<file path="config.mk">
export PLATFORM = sky130hd
export DESIGN_NAME = pe_sequencer
export DESIGN_NICKNAME = d
export VERILOG_FILES = /design/src/rtl/pe_sequencer_pkg.sv /design/src/rtl/pe_result_fifo.sv /design/src/rtl/pe_sequencer.sv
export SDC_FILE = /design/constraint.sdc
export NUM_CORES = 1
export LEC_CHECK = 0
export CORE_MARGIN = 3
export CORE_UTILIZATION = 25
export CTS_CLUSTER_DIAMETER = 100
export DETAILED_ROUTE_END_ITERATION = 10
export PLACE_DENSITY_LB_ADDON = 0.2
export SYNTH_ARGS = -nofsm -noshare
export SYNTH_HDL_FRONTEND = slang
export SYNTH_SLANG_ARGS = --single-unit
export TNS_END_PERCENT = 50
</file>
<file path="constraint.sdc">
create_clock -name clk -period 2 [get_ports clk]
set_input_delay 0.2 -clock clk [delete_from_list [all_inputs] [get_ports clk]]
set_output_delay 0.2 -clock clk [all_outputs]
set_load 0.02 [all_outputs]
</file>
<file path="src/rtl/pe_sequencer_pkg.sv">
// Shared types and constants for the PE sequencer and its result FIFO.
package pe_sequencer_pkg;

   // Default depth of the result FIFO
   localparam int FIFO_D_DEF = 2;

   // Width of the step (passes per output minus 1) and bound fields
   localparam int STEP_W  = 3;
   localparam int BOUND_W = 3;

   // Sequencer control states
   typedef enum logic [1:0] {
      ST_IDLE  = 2'd0,
      ST_RUN   = 2'd1,
      ST_DRAIN = 2'd2,
      ST_DONE  = 2'd3
   } state_t;

endpackage

</file>
<file path="src/rtl/pe_result_fifo.sv">
// Small result FIFO: head is always visible on head/valid, and a push into a
// full FIFO is accepted only when a pop happens in the same cycle.
module pe_result_fifo
   import pe_sequencer_pkg::*;
#(
   parameter int W  = 8,
   parameter int D  = FIFO_D_DEF,
   parameter int CW = $clog2(D + 1)
)(
   input  logic          clk,
   input  logic          reset,
   input  logic          push,
   input  logic [W-1:0]  push_data,
   input  logic          pop,
   output logic [W-1:0]  head,
   output logic          valid,
   output logic          full,
   output logic [CW-1:0] count
);

   localparam int PW = (D > 1) ? $clog2(D) : 1;

   logic [W-1:0]  mem [0:D-1];
   logic [PW-1:0] wr_ptr_reg;
   logic [PW-1:0] rd_ptr_reg;
   logic [CW-1:0] count_reg;
   logic          do_push;
   logic          do_pop;

   function automatic logic [PW-1:0] ptr_inc(input logic [PW-1:0] p);
      return (p == PW'(D - 1)) ? '0 : p + 1'b1;
   endfunction

   assign valid   = (count_reg != '0);
   assign full    = (count_reg == CW'(D));
   assign count   = count_reg;
   assign head    = mem[rd_ptr_reg];
   assign do_pop  = pop && valid;
   assign do_push = push && (!full || do_pop);

   // Storage write; contents need no reset because the pointers define validity
   always_ff @(posedge clk) begin
      if (do_push)
         mem[wr_ptr_reg] <= push_data;
   end

   // Pointer and occupancy bookkeeping
   always_ff @(posedge clk or negedge reset) begin
      if (!reset) begin
         wr_ptr_reg <= '0;
         rd_ptr_reg <= '0;
         count_reg  <= '0;
      end else begin
         if (do_push)
            wr_ptr_reg <= ptr_inc(wr_ptr_reg);
         if (do_pop)
            rd_ptr_reg <= ptr_inc(rd_ptr_reg);
         if (do_push && !do_pop)
            count_reg <= count_reg + 1'b1;
         else if (do_pop && !do_push)
            count_reg <= count_reg - 1'b1;
      end
   end

endmodule

</file>
<file path="src/rtl/pe_sequencer.sv">
// Job sequencer for a processing element: issues groups of step+1 windows,
// tracks results in flight against FIFO credit, and collects PE results.
module pe_sequencer
   import pe_sequencer_pkg::*;
#(
   parameter int OUT_W  = 8,
   parameter int CNT_W  = 16,
   parameter int FIFO_D = FIFO_D_DEF
)(
   input  logic               clk,
   input  logic               reset,
   input  logic               cfg_valid,
   output logic               cfg_ready,
   input  logic [STEP_W-1:0]  cfg_step,
   input  logic [BOUND_W-1:0] cfg_bound,
   input  logic [CNT_W-1:0]   cfg_n_out,
   input  logic               in_valid,
   output logic               in_ready,
   output logic               pe_en,
   output logic [STEP_W-1:0]  pe_step,
   output logic [BOUND_W-1:0] pe_bound,
   input  logic [OUT_W-1:0]   pe_out,
   input  logic               pe_out_en,
   output logic               res_valid,
   input  logic               res_ready,
   output logic [OUT_W-1:0]   res_data,
   output logic               busy,
   output logic               done,
   output logic               err
);

   localparam int FCW = $clog2(FIFO_D + 1);

   state_t             state_reg;
   logic [STEP_W-1:0]  step_reg;
   logic [BOUND_W-1:0] bound_reg;
   logic [CNT_W-1:0]   n_out_reg;
   logic [STEP_W-1:0]  pass_cnt_reg;
   logic [CNT_W-1:0]   issued_reg;
   logic [CNT_W-1:0]   collected_reg;
   logic [FCW-1:0]     gif_reg;
   logic               err_reg;

   logic [FCW-1:0]     fifo_count;
   logic               fifo_full;
   logic [FCW:0]       occupancy;
   logic               group_open;
   logic               can_start;
   logic               group_close;
   logic               res_in;
   logic               res_pop;
   logic               overflow;

   // A group is open once its first window is accepted and until it wraps
   assign group_open  = (pass_cnt_reg != '0);
   assign occupancy   = {1'b0, fifo_count} + {1'b0, gif_reg};
   assign can_start   = (occupancy < (FCW + 1)'(FIFO_D));
   assign in_ready    = (state_reg == ST_RUN) &&
                        (group_open || (can_start && (issued_reg < n_out_reg)));
   assign pe_en       = in_valid && in_ready;
   assign group_close = pe_en && (pass_cnt_reg == step_reg);
   assign res_in      = pe_out_en && (gif_reg != '0);
   assign res_pop     = res_valid && res_ready;
   assign overflow    = res_in && fifo_full && !res_pop;

   assign cfg_ready = (state_reg == ST_IDLE);
   assign busy      = (state_reg != ST_IDLE);
   assign done      = (state_reg == ST_DONE);
   assign err       = err_reg;
   assign pe_step   = step_reg;
   assign pe_bound  = bound_reg;

   pe_result_fifo #(
      .W  (OUT_W),
      .D  (FIFO_D),
      .CW (FCW)
   ) u_fifo (
      .clk       (clk),
      .reset     (reset),
      .push      (res_in),
      .push_data (pe_out),
      .pop       (res_ready),
      .head      (res_data),
      .valid     (res_valid),
      .full      (fifo_full),
      .count     (fifo_count)
   );

   // Control FSM, group/result counters and sticky error flag
   always_ff @(posedge clk or negedge reset) begin
      if (!reset) begin
         state_reg     <= ST_IDLE;
         step_reg      <= '0;
         bound_reg     <= '0;
         n_out_reg     <= '0;
         pass_cnt_reg  <= '0;
         issued_reg    <= '0;
         collected_reg <= '0;
         gif_reg       <= '0;
         err_reg       <= 1'b0;
      end else begin
         if (pe_en)
            pass_cnt_reg <= group_close ? '0 : pass_cnt_reg + 1'b1;
         if (group_close)
            issued_reg <= issued_reg + 1'b1;
         if (res_in)
            collected_reg <= collected_reg + 1'b1;
         if (group_close && !res_in)
            gif_reg <= gif_reg + 1'b1;
         else if (res_in && !group_close)
            gif_reg <= gif_reg - 1'b1;

         // Lost accumulation, unexpected result or overflow all flag an error
         if ((state_reg == ST_RUN) && group_open && !in_valid)
            err_reg <= 1'b1;
         if ((pe_out_en && (gif_reg == '0)) || overflow)
            err_reg <= 1'b1;

         case (state_reg)
            ST_IDLE: begin
               if (cfg_valid) begin
                  if (cfg_n_out == '0) begin
                     err_reg <= 1'b1;
                  end else begin
                     step_reg      <= cfg_step;
                     bound_reg     <= cfg_bound;
                     n_out_reg     <= cfg_n_out;
                     pass_cnt_reg  <= '0;
                     issued_reg    <= '0;
                     collected_reg <= '0;
                     gif_reg       <= '0;
                     err_reg       <= 1'b0;
                     state_reg     <= ST_RUN;
                  end
               end
            end
            ST_RUN: begin
               if ((issued_reg == n_out_reg) && !group_open)
                  state_reg <= ST_DRAIN;
            end
            ST_DRAIN: begin
               if ((gif_reg == '0) && (fifo_count == '0) &&
                   (collected_reg == n_out_reg))
                  state_reg <= ST_DONE;
            end
            default: begin
               state_reg <= ST_IDLE;
            end
         endcase
      end
   end

endmodule

</file>
# --- Word level (Yosys, flattened, before mapping) ---
# Memories as Yosys holds them, arrays and structs flattened.
# Cells that the tools add are included.
classes:
  n_addsub: 10
  multipliers: 0
  div_mod_pow: 0
  n_lt_le_gt_ge: 2
  eq_ne: 11
  n_shift: 0
  muxes: 34
  bitwise: 1
  reduce_logical: 40
ops:
  columns: ["cell", "n"]
  rows:
  - ["16-bit two-way mux", 8]
  - ["16-bit by 1-bit adder with 16-bit output (second input constant)", 2]
  - ["16-bit == test", 2]
  - ["2-bit two-way mux", 11]
  - ["1-bit logical AND", 19]
  - ["16-bit zero test", 1]
  - ["16-bit < comparator", 1]
  - ["3-bit two-way mux", 5]
  - ["1-bit two-way mux", 9]
  - ["2-bit nonzero test", 4]
  - ["1-bit zero test", 7]
  - ["2-bit == test (second input constant)", 3]
  - ["2-bit zero test", 3]
  - ["2-bit inequality test (second input constant)", 3]
  - ["2-bit case mux with 3 select lines", 1]
  - ["2-bit by 1-bit adder with 2-bit output (second input constant)", 2]
  - ["4-bit AND reduction", 1]
  - ["2-bit by 1-bit subtractor with 2-bit output (second input constant)", 2]
  - ["2-bit by 2-bit adder with 3-bit output", 1]
  - ["3-bit by 1-bit adder with 3-bit output (second input constant)", 1]
  - ["3-bit == test", 1]
  - ["1-bit logical OR", 3]
  - ["3-bit by 2-bit < comparator with 1-bit output (second input constant)", 1]
  - ["3-bit AND reduction", 1]
  - ["5 further kinds", 6]
word_totals:
  reg_bits: 66
  latch_bits: 0
  ramBits: 16
  romBits: 0
  wordCells: 111
  mem_count: 1
mem_list:
  columns: ["memory", "words", "word_bits", "read_ports", "rd_clocked_by_memory_dff", "write_ports", "line", "rtl"]
  rows:
  - ["u_fifo.mem", 2, 8, 1, 0, 1, "pe_result_fifo.sv:23", "logic [W-1:0] mem [0:D-1];"]

# --- Longest topological paths before layout ---
depth:
  depth_word: 14
  ltp_mapped: 10
  depth_no_buf: 9

# --- Hierarchy ---
# From an unflattened synthesis, not the netlist that was laid out.
hier_totals:
  cells_unflattened: 449
  area_unflattened_um2: 4510.6
modules_own_cells:
  columns: ["module", "instances", "cells_each", "area_each_um2", "seq_area_each_um2"]
  rows:
  - ["pe_sequencer", 1, 404, 3703.6, 1551.5]
  - ["pe_result_fifo", 1, 45, 807.0, 580.6]

# --- Worst setup path after synthesis ---
# No wires, ideal clock.
synth_path:
  kind: "flip-flop to flip-flop"
  startpoint: "register u_fifo.count_reg[0], in the netlist u_fifo.count[0]"
  endpoint: "register issued_reg[10]"
  setup_ps: 132
  arrival_ps: 2118
  required_time_ps: 1868
  slack_ps: -250
  path_stages_with_launch: 10
  period_less_slack_ps: 2250
  path_cell_list: "dfrtp_1 > nand2_1 > fa_1 > nand2_1 > nor3_2 > a41oi_4 > buf_4 > nor4_2 > xnor2_1 > nor2_1"
synth_via:
  elab_chain_cells: 11
synth_rtl:
  columns: ["item", "line", "rtl"]
  rows:
  - ["from (decl)", "pe_result_fifo.sv:26", "logic [CW-1:0] count_reg;"]
  - ["from (signal assigned)", "pe_result_fifo.sv:59", "count_reg <= count_reg + 1'b1;"]
  - ["from (signal assigned)", "pe_result_fifo.sv:61", "count_reg <= count_reg - 1'b1;"]
  - ["2-bit by 2-bit adder with 3-bit output (*)", "pe_sequencer.sv:56", "assign occupancy = {1'b0, fifo_count} + {1'b0, gif_reg};"]
  - ["3-bit by 2-bit < comparator with 1-bit output (*)", "pe_sequencer.sv:57", "assign can_start = (occupancy < (FCW + 1)'(FIFO_D));"]
  - ["1-bit logical AND (*)", "pe_sequencer.sv:59", "(group_open || (can_start && (issued_reg < n_out_reg)));"]
  - ["1-bit logical OR (*)", "pe_sequencer.sv:59", null]
  - ["1-bit logical AND (*)", "pe_sequencer.sv:58", "assign in_ready = (state_reg == ST_RUN) &&"]
  - ["1-bit logical AND (*)", "pe_sequencer.sv:60", "assign pe_en = in_valid && in_ready;"]
  - ["1-bit logical AND (*)", "pe_sequencer.sv:61", "assign group_close = pe_en && (pass_cnt_reg == step_reg);"]
  - ["16-bit two-way mux (*)", "pe_sequencer.sv:104", "if (group_close)"]
  - ["16-bit two-way mux", "pe_sequencer.sv:122", "if (cfg_n_out == '0) begin"]
  - ["16-bit two-way mux", "pe_sequencer.sv:121", "if (cfg_valid) begin"]
  - ["16-bit two-way mux (*)", "pe_sequencer.sv:119", "case (state_reg)"]
  - ["to (signal assigned)", "pe_sequencer.sv:105", "issued_reg <= issued_reg + 1'b1;"]
  - ["to (decl)", "pe_sequencer.sv:39", "logic [CNT_W-1:0] issued_reg;"]
# Mark *: on every way between the ends. The rest lies on a longest branch, timed or not.
# A chain may end at the register's enable or synchronous reset.

# --- Worst setup path in the final report ---
layout_path:
  startpoint: "register issued_reg[9]"
  endpoint: "output in_ready"
layout_via:
  elab_chain_cells: 4
layout_rtl:
  columns: ["item", "line", "rtl"]
  rows:
  - ["16-bit < comparator", "pe_sequencer.sv:59", null]
  - ["1-bit logical AND", "pe_sequencer.sv:59", null]
  - ["1-bit logical OR", "pe_sequencer.sv:59", null]
  - ["1-bit logical AND", "pe_sequencer.sv:58", null]
  - ["to (decl)", "pe_sequencer.sv:18", "output logic in_ready,"]
# Every way passes these cells.

==> run metrics <==
status finished with violations; failing checks negative setup slack; asr flop ratio synth 80.5%; CTS clock-pin slew for the worst setup and hold paths 70 ps; Die ar. 19,500 um^2; period utilisation layout 119%; commonest cells after routing, fill and taps aside 115 x buf_4, 64 x dfrtp_1, 54 x nand2_1; critical setup path kind reg -> out; Fin. Hold Viols 0; fill count 1,732; gr usage total 13.4%; part of the Yosys area used for sequential elements 47.7%; Post-synth top flop dfrtp_1; most common cell after layout, fill and taps aside buf_4; Mapped Cells 446; Syn Std Cell Area 4470 um^2; Hold/Removal Path Class in -> async; Total Nets Final 692; Fin Hold WS 313 ps; CTS tree yes; Arrival @ worst endpoint 2180 ps; clk buf depth 2; vias per std cell 4.43; DP HPWL 9.34 mm; number of synthesized flops with an enable pin 16; # setup viols final 25; Final Util 40.2%; worst vdd ir 0.526 mV; CP Launch Type flip-flop; DRC viols 0; worst relative slew slack 75.2%; crit path capture type primary output; Max Cap Viol 0; detailed-route via count 3,798; Setup Skew 7.31 ps; Ys Warns 0; Final TNS setup -6750 ps; Synth area leaders dfrtp_1 37%, edfxtp_1 11%, ha_1 7.6%, xnor2_1 5.7%, nand2_1 5.1%; CTS buffer count 9; core footprint 17,400 um^2; initial antenna violation count 0; GP Congestion 0.810; Slew @ Worst Pin 369 ps; synthesized area per cell 10.0 um^2; Area Overhead vs Synth 56.8%; first-pass GRT wire length 20.5 mm; Yosys reg bits 82; total gr overflow 0; RSZ-0062 raised after global routing yes; Post-Syn Nets 510; PD cells 1050 nW/um^2; Boundary Pins 57; row cnt 48; layout cell share with drive strength beyond 1 36.3%; Die Ht 140 um; Pre-Repair DR Iteration Count 4; H-tree depth 3; Area after DPL 6190 um^2; worst-path maximum fanout 2; wire length per cell 14.6 um; design area 7010 um^2; post-synth cell types 52; Ant. Diodes 0; Worst Path Required 1800 ps; antenna-violating nets left 0; IO buf count 56; Fmax achieved 420 MHz; Max Slew Vio Count 0; Setup WS post-layout -383 ps; vias in the first global route 4,021; cell accounting for the most synthesized area dfrtp_1; Die X 140 um; Clock Tree Root clkbuf_16; drt initial violations 105; Starting Density 25.6%; routed wire length 12.6 mm; minimum clock period 2380 ps; leak pwr 3.15 nW; largest net degree at the start of global routing 58; clk_lat worst skew 350 ps; post-synth top area share 37.0%; Clock Sinks 82
critical path, stage by stage (launching register included):
cell     delay [ps]
dfrtp_1         430
ha_4            290
nand4_1         190
nor4_4          220
o21ai_2         120
buf_4           150
a31oi_2         190
nor2b_1          80
buf_2           160
cell usage after synthesis (12+ instances only):
| cell | n |
|---|---|
| xor2_1 | 19 |
| edfxtp_1 | 16 |
| xnor2_1 | 29 |
| ha_1 | 27 |
| a21oi_1 | 16 |
| dfrtp_1 | 66 |
| clkbuf_1 | 12 |
| nand2_1 | 61 |
| nand3_1 | 14 |
| nor2_1 | 36 |
| o21ai_0 | 20 |
| inv_1 | 33 |
power by group:
group	total, mW	internal (mW)	leakage (nW)	switching, mW
combinational	3.38	1.74	2.08	1.64
clock	1.75	0.988	0.147	0.760
sequential	2.21	2.00	0.925	0.214
through the flow:
stage	power [mW]	worst slack (ps)	cells
after floorplan	3.71	-234	446
after global placement	4.89	-506	823
after detailed placement	4.92	-479	823
after CTS	7.17	-382	850
after global routing	7.80	-509	858
final	7.34	-383	858
kinds of logic after synthesis:
kind of cell,Yosys count,synth area share (%)
fa+ha+maj,28,8.01
xor+xnor,48,9.41
buf+inv,48,4.12
compound gates,58,8.32
simple gates,170,19.4
mux,12,3.05
flops,82,47.7
area by class of cell:
| cell class | instances | area, um^2 | area share, % |
|---|---|---|---|
| Clock inverter | 7 | 81.3 | 1.16 |
| Timing Repair Buffer | 185 | 1640 | 23.4 |
| Inverter | 34 | 128 | 1.82 |
| Tap cell | 225 | 282 | 4.02 |
| Clock buffer | 9 | 225 | 3.21 |
| Sequential cell | 82 | 2130 | 30.5 |
| Multi-Input combinational cell | 316 | 2520 | 35.9 |
path summary, 6_finish.rpt:
kind	startpoint	end	slack (ps)	cells after the start
max	issued_reg[9]	in_ready	-380	8
min reg2reg	pe_bound[1]	pe_bound[1]	480	2
min	reset	pe_step[1]	310	2
min in group clk	cfg_bound[0]	pe_bound[0]	380	3
max in group asynchronous	reset	issued_reg[11]	1050	3
max reg2reg	gif_reg[1]	issued_reg[14]	-380	10
routing by layer:
layer / wire, um / global-route usage (%) / part of all wire, %
met5: 0 / 0 / 0
met3: 301 / 1.96 / 2.4
met4: 269 / 5.56 / 2.1
met2: 6330 / 23.6 / 50
met1: 5650 / 16.3 / 45
timing repair:
action	in CTS	in global routing
gates resized for setup	67	29
buffers inserted	9	9
setup endpoints to repair	39	49
pin swaps	38	24
cloned	1	0
hold buffers	1	0
endpoints found under the hold margin	9	0
No activity file was read; power rests on OpenSTA's default activity.
